## src/rtl/alu_share_arbiter.sv

```systemverilog
// Two-port arbiter sharing one 8-function ALU into a single result slot.
// Define ALU_ARB_DBZ_FLAG_EN to add the res_err divide/modulo-by-zero flag.
module alu_share_arbiter #(
  parameter int DATA_W    = 4,
  parameter int FIXED_PRI = 0
) (
  input  logic              clk,
  input  logic              rst,
  input  logic              req0_valid,
  output logic              req0_ready,
  input  logic [DATA_W-1:0] req0_a,
  input  logic [DATA_W-1:0] req0_b,
  input  logic [2:0]        req0_sel,
  input  logic              req1_valid,
  output logic              req1_ready,
  input  logic [DATA_W-1:0] req1_a,
  input  logic [DATA_W-1:0] req1_b,
  input  logic [2:0]        req1_sel,
  output logic              res_valid,
  input  logic              res_ready,
  output logic [DATA_W:0]   res_data,
  output logic              res_tag
`ifdef ALU_ARB_DBZ_FLAG_EN
  ,
  output logic              res_err
`endif
);

  localparam int RW = DATA_W + 1;

  typedef enum logic {EMPTY, FULL} state_t;

  state_t state, state_nx;

  logic          last_grant;
  logic          grant0, grant1;
  logic          can_accept;
  logic          accept;
  logic [DATA_W-1:0] op_a, op_b;
  logic [2:0]    op_sel;
  logic [RW-1:0] alu_out;
  logic          dbz;

  function automatic logic [RW-1:0] alu(
    input logic [DATA_W-1:0] a,
    input logic [DATA_W-1:0] b,
    input logic [2:0]        sel
  );
    logic [RW-1:0] za, zb, r;
    za = {1'b0, a};
    zb = {1'b0, b};
    r  = '0;
    case (sel)
      3'b000: r = za;
      3'b001: r = za + zb;
      3'b010: r = za - zb;
      3'b011: r = (b == '0) ? '1 : za / zb;
      3'b100: r = (b == '0) ? za : za % zb;
      3'b101: r = za << 1;
      3'b110: r = za >> 1;
      3'b111: r = {{DATA_W{1'b0}}, (a > b)};
      default: r = '0;
    endcase
    return r;
  endfunction

  // Ties go to port 0 under fixed priority, else to the port not served last.
  assign grant0 = req0_valid &
                  (!req1_valid || (FIXED_PRI != 0) || last_grant);
  assign grant1 = req1_valid & !grant0;

  assign can_accept = (state == EMPTY) || res_ready;
  assign req0_ready = !rst && can_accept && grant0;
  assign req1_ready = !rst && can_accept && grant1;
  assign accept     = req0_ready | req1_ready;

  assign op_a   = grant1 ? req1_a : req0_a;
  assign op_b   = grant1 ? req1_b : req0_b;
  assign op_sel = grant1 ? req1_sel : req0_sel;

  assign alu_out = alu(op_a, op_b, op_sel);
  assign dbz     = ((op_sel == 3'b011) || (op_sel == 3'b100)) &&
                   (op_b == '0);

  assign res_valid = (state == FULL);

  always_comb begin
    state_nx = state;
    case (state)
      EMPTY: if (accept) state_nx = FULL;
      FULL:  if (res_ready && !accept) state_nx = EMPTY;
      default: state_nx = EMPTY;
    endcase
  end

  always_ff @(posedge clk or posedge rst) begin
    if (rst) begin
      state      <= EMPTY;
      res_data   <= '0;
      res_tag    <= 1'b0;
      last_grant <= 1'b1;
    end else begin
      state <= state_nx;
      if (accept) begin
        res_data   <= alu_out;
        res_tag    <= grant1;
        last_grant <= grant1;
      end
    end
  end

`ifdef ALU_ARB_DBZ_FLAG_EN
  always_ff @(posedge clk or posedge rst) begin
    if (rst) begin
      res_err <= 1'b0;
    end else if (accept) begin
      res_err <= dbz;
    end
  end
`else
  logic unused_dbz;
  assign unused_dbz = dbz;
`endif

endmodule

```

## config.mk

```make
export PLATFORM = sky130hd
export DESIGN_NAME = alu_share_arbiter
export DESIGN_NICKNAME = d
export VERILOG_FILES = /design/src/rtl/alu_share_arbiter.sv
export SDC_FILE = /design/constraint.sdc
export NUM_CORES = 1
export LEC_CHECK = 0
export CAP_MARGIN = 15
export CORE_ASPECT_RATIO = 1.75
export CORE_UTILIZATION = 51
export CTS_BUF_LIST = sky130_fd_sc_hd__clkbuf_8
export CTS_CLUSTER_DIAMETER = 60
export DETAILED_ROUTE_END_ITERATION = 12
export PLACE_DENSITY_LB_ADDON = 0.05
export SLEW_MARGIN = 10
export SYNTH_ARGS = -nofsm -noshare
export SYNTH_HDL_FRONTEND = slang
export SYNTH_SLANG_ARGS = --single-unit
```

## constraint.sdc

```tcl
create_clock -name clk -period 8.42 [get_ports clk]
set_input_delay 0.842 -clock clk [delete_from_list [all_inputs] [get_ports clk]]
set_output_delay 0.842 -clock clk [all_outputs]
set_load 0.05 [all_outputs]
```

==> results of run 1 <==
## worst max path at each step
stage                  endpoint  slack [ns]  depth (start not counted)
CTS                 res_data[2]        0.77                         28
detailed placement  res_data[2]        0.56                         28
finish              res_data[2]        0.77                         28
global route        res_data[2]        0.23                         28
global placement    res_data[2]        0.70                         29
floorplan           res_data[2]        1.33                         27
## metrics by stage
stage,cells,util,hold WS [ns],area (µm²)
final,305,0.664,0.503,2230
after global routing,305,0.664,0.521,2230
after CTS,305,0.664,0.504,2230
after detailed placement,301,0.651,0.496,2190
after global placement,301,0.651,0.490,2190
after floorplan,221,-,0.507,1770
## cell usage in the layout (no fill, tap or decap), types with 3 or more instances in the layout
cell type,count
a21o_1,8
a21oi_1,25
buf_4,4
clkbuf_8,3
clkdlybuf4s50_1,35
dfrtp_1,7
fa_1,3
ha_1,22
inv_1,21
mux2_2,7
mux2i_1,15
nand2_1,6
nor2_1,18
nor2b_1,4
nor3_1,3
nor4_1,3
o211ai_1,4
o21a_1,6
o21ai_0,10
o21ai_1,5
o21bai_1,4
xnor2_1,6
xor2_1,3
## routing by layer
metal / share of wire / global-route usage
met5: 0 / 0
met4: 0.028 / 0.147
met3: 0.025 / 0.0362
met2: 0.58 / 0.550
met1: 0.37 / 0.273
## critical path, cell delays in order
cell	delay (ns)
clkdlybuf4s50_1	0.52
a21boi_2	0.45
mux2i_1	0.24
buf_4	0.16
inv_1	0.04
ha_1	0.30
o21ai_0	0.10
o21a_1	0.19
ha_1	0.32
nand2_1	0.07
or4b_1	0.50
a311o_1	0.42
nor3_1	0.22
a21o_1	0.16
ha_1	0.27
nor2_1	0.14
a21oi_1	0.10
a21o_1	0.17
a21oi_1	0.47
mux2_2	0.42
ha_1	0.34
nor2_1	0.14
a21oi_1	0.06
a21o_1	0.21
a211oi_4	0.29
mux2_1	0.38
o21ai_1	0.14
a21oi_1	0.08
## sequential cells by signal, indices dropped and copies added (netlist names)
signal,flops
res_data,5
last_grant,1
res_tag,1
res_valid,1
## Yosys cell counts (4+ instances only)
| library cell | count | share of area |
|---|---|---|
| a21o_1 | 8 | 0.034 |
| o21ai_1 | 5 | 0.014 |
| o21a_1 | 6 | 0.025 |
| ha_1 | 22 | 0.16 |
| a21oi_1 | 25 | 0.071 |
| o21ai_0 | 10 | 0.028 |
| mux2i_1 | 15 | 0.085 |
| o211ai_1 | 4 | 0.017 |
| dfrtp_1 | 7 | 0.099 |
| o21bai_1 | 4 | 0.017 |
| nor2_1 | 18 | 0.038 |
| mux2_2 | 7 | 0.044 |
| nor2b_1 | 4 | 0.014 |
| xnor2_1 | 6 | 0.030 |
| inv_1 | 20 | 0.042 |
| nand2_1 | 6 | 0.013 |
## cells by family after synthesis
logic type / share of synthesized area
AOI/OAI and AO/OA: 0.296
and+or+nand+nor: 0.150
adders and majority gates: 0.189
muxes: 0.150
buffers and inverters: 0.0550
xor gates and xnor gates: 0.0444
DFF: 0.114
other: 0.00211
## power by group through the flow
stage	Sequential, mW	Combinational (mW)	Clock [mW]
after floorplan	0.0886	0.216	0
after global placement	0.0558	0.330	0
after detailed placement	0.0563	0.332	0
after CTS	0.0560	0.334	0.0466
after global routing	0.0573	0.367	0.0497
final	0.0558	0.337	0.0462
## cell type report
cell class / instances / share of cell area
Inverter: 20 / 0.0336
Sequential cell: 8 / 0.0902
Clock buffer: 3 / 0.0185
Timing Repair Buffer: 39 / 0.170
Clock inverter: 1 / 0.00168
Tap cell: 45 / 0.0252
Multi-Input combinational cell: 189 / 0.661
==> out/qor.yml, run 1 <==
outcome:
  status: "finished clean"
grt:
  grt_max_degree: 16
  grt_overflow: 0
  antenna_found_initial: 0
  grt_pass1_vias: 1802
  grt_pass1_wl_um: 7850
  track_usage: 0.289
yosys:
  syn-instance-count: 221
  yosysUniqueCellTypes: 51
  ys_warn_count: 0
  avgSynthCellArea_um2: 8.03
  ys_async_sr_fraction: 1.00
  synth_edf_count: 0
  syn_nets: 273
  yosys_register_bits: 8
  netlist_area_um2: 1770
  yosysSeqAreaShare: 0.114
  synth_flop_cell: "dfrtp_1"
timing:
  finalSetupViolations: 0
  hold_viol: 0
  fmax_ghz: 0.131
  setup_ws_ns: 0.766
  layout_min_cycle_time_ns: 7.65
  finalCritPeriodShare: 0.909
  setup-tns-final_ns: 0
  grt_setup_unrepaired: "false"
  slew_violations: 0
  final.setup_skew_ns: 0.00329
  relSlewSlack: 0.305
  worst_pin_slew_ns: 1.01
critical_path:
  cp-end-kind: "register"
  required_ns: 8.52
  ff2ff_setup_slack_ns: 1.56
  crit_fanout: 8
  reg2reg_from: "last_grant"
  worstSetupPathType: "input port to register"
  reg2reg_to: "res_data[2]"
  rr_worst_depth: 27
  arrival_ns: 7.76
  start_kind: "input port"
  startpoint: "req1_valid"
clock_tree:
  clock-sinks: 8
  cts_buffers: 3
  holdBufCountCts: 0
  clk_pin_slew_ns: 0.04
  cts_setup_buffers: 0
  cts_resized: 0
  cts_tree: "yes"
  insertion_delay_ns: 0.23
  cts_root_buffer: "clkbuf_8"
  ctsHtreeMaxLevel: 1
  cts.path.max_buffers: 2
final_layout:
  nFillCells: 291
  area.growth.synth_to_final_pct: 25.9
  final_nets: 313
  final_layout_size_suffix_gt1_frac: 0.0808
  antennaDiodeCount: 0
  seqCellArea_um2: 201
  multi_input_area_um2: 1480
floorplanning:
  row_count: 28
  core-area_um2: 3360
  io_pins: 36
  die_x_um: 46.6
  dieArea_um2: 3730
  die_h_um: 80.0
  start_util: 0.528
power_and_ir_drop:
  combPwrFrac: 0.768
  seq_power_share: 0.127
  p_per_area_nw_per_um2: 196
  swShare: 0.485
  clkPwrFrac: 0.105
  switchingPower_uw: 213
  p_int_uw: 226
  finalPower_uw: 439
  p_leak_nw: 0.995
  ir_worst_vdd_uv: 166
detailed_routing:
  wire_per_inst_um: 16.0
  drc: 0
  vias: 1811
  detailedRoute.firstIterationViolations: 30
  drt-total-wl_um: 4880
  vias_per_cell: 5.94
  first_pass_iters: 4
  antenna_left: 0
min_path:
  holdPathStages: 1
  holdPathEnd: "res_valid"
  hp-start: "res_valid"
  hold_path.class: "register to register"
job:
  max_cap_violations: 0
place:
  pre_cts_slack_ns: 0.561
  numPortBuffers: 35
  gp_congestion: 0.844
  dp_hpwl_um: 4100
No activity file was read; power rests on OpenSTA's default activity.
==> inputs of run 2 (changes only) <==
--- a/config.mk
+++ b/config.mk
@@ -6,5 +6,5 @@
 export NUM_CORES = 1
 export LEC_CHECK = 0
-export CAP_MARGIN = 15
+export CAP_MARGIN = 10
 export CORE_ASPECT_RATIO = 1.75
 export CORE_UTILIZATION = 51
@@ -12,4 +12,5 @@
 export CTS_CLUSTER_DIAMETER = 60
 export DETAILED_ROUTE_END_ITERATION = 12
+export HOLD_SLACK_MARGIN = 0.03
 export PLACE_DENSITY_LB_ADDON = 0.05
 export SLEW_MARGIN = 10
==> constraint.sdc (replaced) <==
create_clock -name clk -period 8.42 [get_ports clk]
set_input_delay 1.684 -clock clk [delete_from_list [all_inputs] [get_ports clk]]
set_output_delay 1.684 -clock clk [all_outputs]
set_load 0.05 [all_outputs]
==> run 2 against run 1 <==
Design area up 1.7%. Sequential share of layout area down 0.15 points. Cell count up 1.3%. Flip-flop and latch count unchanged. Largest power group unchanged. Critical path depth down 2. Critical path type unchanged.
==> out/qor.yml, run 2 (synthesis results as in run 1) <==
min_path:
  holdPathStages: 2  # +1
  hold_path.class: "register to register"
critical_path:
  rr_worst_depth: 25  # -7.4%
  required_ns: 8.53  # about the same
  cp-end-kind: "register"
  arrival_ns: 8.10  # +0.34 ns
  critPathBufInv: 2  # -1
  crit_fanout: 8  # unchanged
  slowest_stage: "clkdlybuf4s50_1"
  path_depth: 26  # -7.1%
  ff2ff_setup_slack_ns: 2.11  # +0.55 ns
  cp_common_cell: "ha_1"
  crit_family: "compound AO/OA/AOI/OAI gates"
  max_stage_delay_ns: 0.54  # +0.02 ns
  worstSetupPathType: "input port to register"
  start_kind: "input port"
place:
  numPortBuffers: 35  # unchanged
  dp_hpwl_um: 4080  # -0.29%
  gp_congestion: 0.885  # +4.8%
  pre_cts_slack_ns: 0.0829  # -0.478 ns
final_layout:
  final_nets: 317  # +1.3%
  final_cell_mix: "clkdlybuf4s50_1, a21oi_1, ha_1"
  top_register: "res_data"
  area.growth.synth_to_final_pct: 28.0
  final_layout_size_suffix_gt1_frac: 0.0947  # +0.0139
  antennaDiodeCount: 0  # unchanged
  largest_register_ffs: 5  # unchanged
  seqCellArea_um2: 201  # unchanged
  final_common_cell: "clkdlybuf4s50_1"
  nFillCells: 306  # +5.2%
  multi_input_area_um2: 1480  # +0.51%
grt:
  track_usage: 0.289  # unchanged
  antenna_found_initial: 0  # unchanged
  grt_max_degree: 16  # unchanged
  grt_pass1_vias: 1808  # +0.33%
  grtUsageMet3: 0.0294  # -0.00679
  grt_use_met2: 0.518  # -0.0319
  grt-busiest-layer: "met2"
  grt_overflow: 0  # unchanged
  grt_pass1_wl_um: 7830  # -0.27%
  use_met1: 0.301  # +0.0273
timing:
  finalSetupViolations: 0  # unchanged
  grt_setup_unrepaired: "false"
  finalCritPeriodShare: 0.948  # +0.0395
  final.setup_skew_ns: 0.00431  # +0.00102 ns
  slew_violations: 0  # unchanged
  relSlewSlack: 0.265  # -0.0397
  setup-tns-final_ns: 0  # unchanged
  worst_pin_slew_ns: 1.07  # +0.0580 ns
  layout_min_cycle_time_ns: 7.99  # +0.332 ns
  hold_viol: 0  # unchanged
  setup_ws_ns: 0.434  # -0.332 ns
  fmax_ghz: 0.125  # -4.2%
clock_tree:
  clk_pin_slew_ns: 0.04  # about the same
  clock-sinks: 8  # unchanged
  cts_root_buffer: "clkbuf_8"
  insertion_delay_ns: 0.23  # about the same
  holdBufCountCts: 0  # unchanged
  cts.path.max_buffers: 2  # unchanged
  cts_setup_buffers: 0  # unchanged
  cts_buffers: 3  # unchanged
  cts_tree: "yes"
  ctsHtreeMaxLevel: 1  # unchanged
power_and_ir_drop:
  clkPwrFrac: 0.106  # about the same
  p_per_area_nw_per_um2: 195  # -0.67%
  p_leak_nw: 1.02  # +2.4%
  swShare: 0.477  # -0.00830
  p_int_uw: 232  # +2.6%
  ir_worst_vdd_uv: 162  # -2.6%
  combPwrFrac: 0.768  # about the same
  switchingPower_uw: 211  # -0.73%
  seq_power_share: 0.126  # about the same
floorplanning:
  core-area_um2: 3360  # unchanged
  die_x_um: 46.6  # unchanged
  start_util: 0.528  # unchanged
  dieArea_um2: 3730  # unchanged
  row_count: 28  # unchanged
  die_h_um: 80.0  # unchanged
  io_pins: 36  # unchanged
detailed_routing:
  antenna_left: 0  # unchanged
  detailedRoute.firstIterationViolations: 42  # +40%
  vias_per_cell: 5.88  # -1.0%
  drt-total-wl_um: 4890  # +0.27%
  vias: 1816  # +0.28%
  wire_per_inst_um: 15.8  # -1.0%
  drc: 0  # unchanged
  first_pass_iters: 4  # unchanged
outcome:
  status: "finished clean"
job:
  max_cap_violations: 0  # unchanged
run 2: changes by cell type in the layout (fill, tap and decap cells not counted):
cell      delta
buf_4        +4
a21boi_4     +1
a21boi_2     -1
run 2: final timing paths:
path | start | to
worst min-delay path | res_data[3] | res_data[3]
max in group asynchronous | rst | last_grant
worst max register to register | last_grant | res_data[2]
worst max-delay path | req1_valid | res_data[2]
min in group asynchronous | rst | res_data[3]
worst min register to register | res_data[3] | res_data[3]
run 2: repair_timing:
action,CTS,global route
setup endpoints to repair,0,2
resized for setup,0,1
hold endpoints to repair,0,0
run 2: final cells by class:
type                    instances  share of cell area
clock buffers                   3              0.0182
clock inverters                 1             0.00165
inverters                      20              0.0331
multi-input cells             189               0.653
flip-flops and latches          8              0.0887
well taps                      45              0.0248
repair buffers                 43               0.181
run 2: metal layers:
| layer | share of wire | vias to the layer above |
|---|---|---|
| li1 | - | 906 |
| met1 | 0.38 | 839 |
| met2 | 0.57 | 57 |
| met3 | 0.029 | 14 |
| met4 | 0.028 | 0 |
| met5 | 0 | - |
run 2: through the flow:
step	power, mW	hold slack [ns]	std cells	utilization	instance area, µm²
after floorplan	0.305	0.507	221	-	1770
after global placement	0.391	0.490	305	0.660	2220
after detailed placement	0.393	0.497	305	0.660	2220
after CTS	0.441	0.506	309	0.673	2260
after global routing	0.481	0.531	309	0.675	2270
final	0.443	0.506	309	0.675	2270
run 2: tightest hold or removal path, stage by stage (launching register included):
cell,delay [ns]
dfrtp_1,0.33
a21oi_1,0.06
o211ai_1,0.07
run 2: power by group through the flow:
| stage | combinational, mW | clock [mW] | sequential [mW] |
|---|---|---|---|
| floorplan | 0.216 | 0 | 0.0886 |
| global placement | 0.335 | 0 | 0.0561 |
| detailed placement | 0.337 | 0 | 0.0560 |
| CTS | 0.338 | 0.0478 | 0.0555 |
| global route | 0.372 | 0.0507 | 0.0576 |
| finish | 0.340 | 0.0471 | 0.0559 |
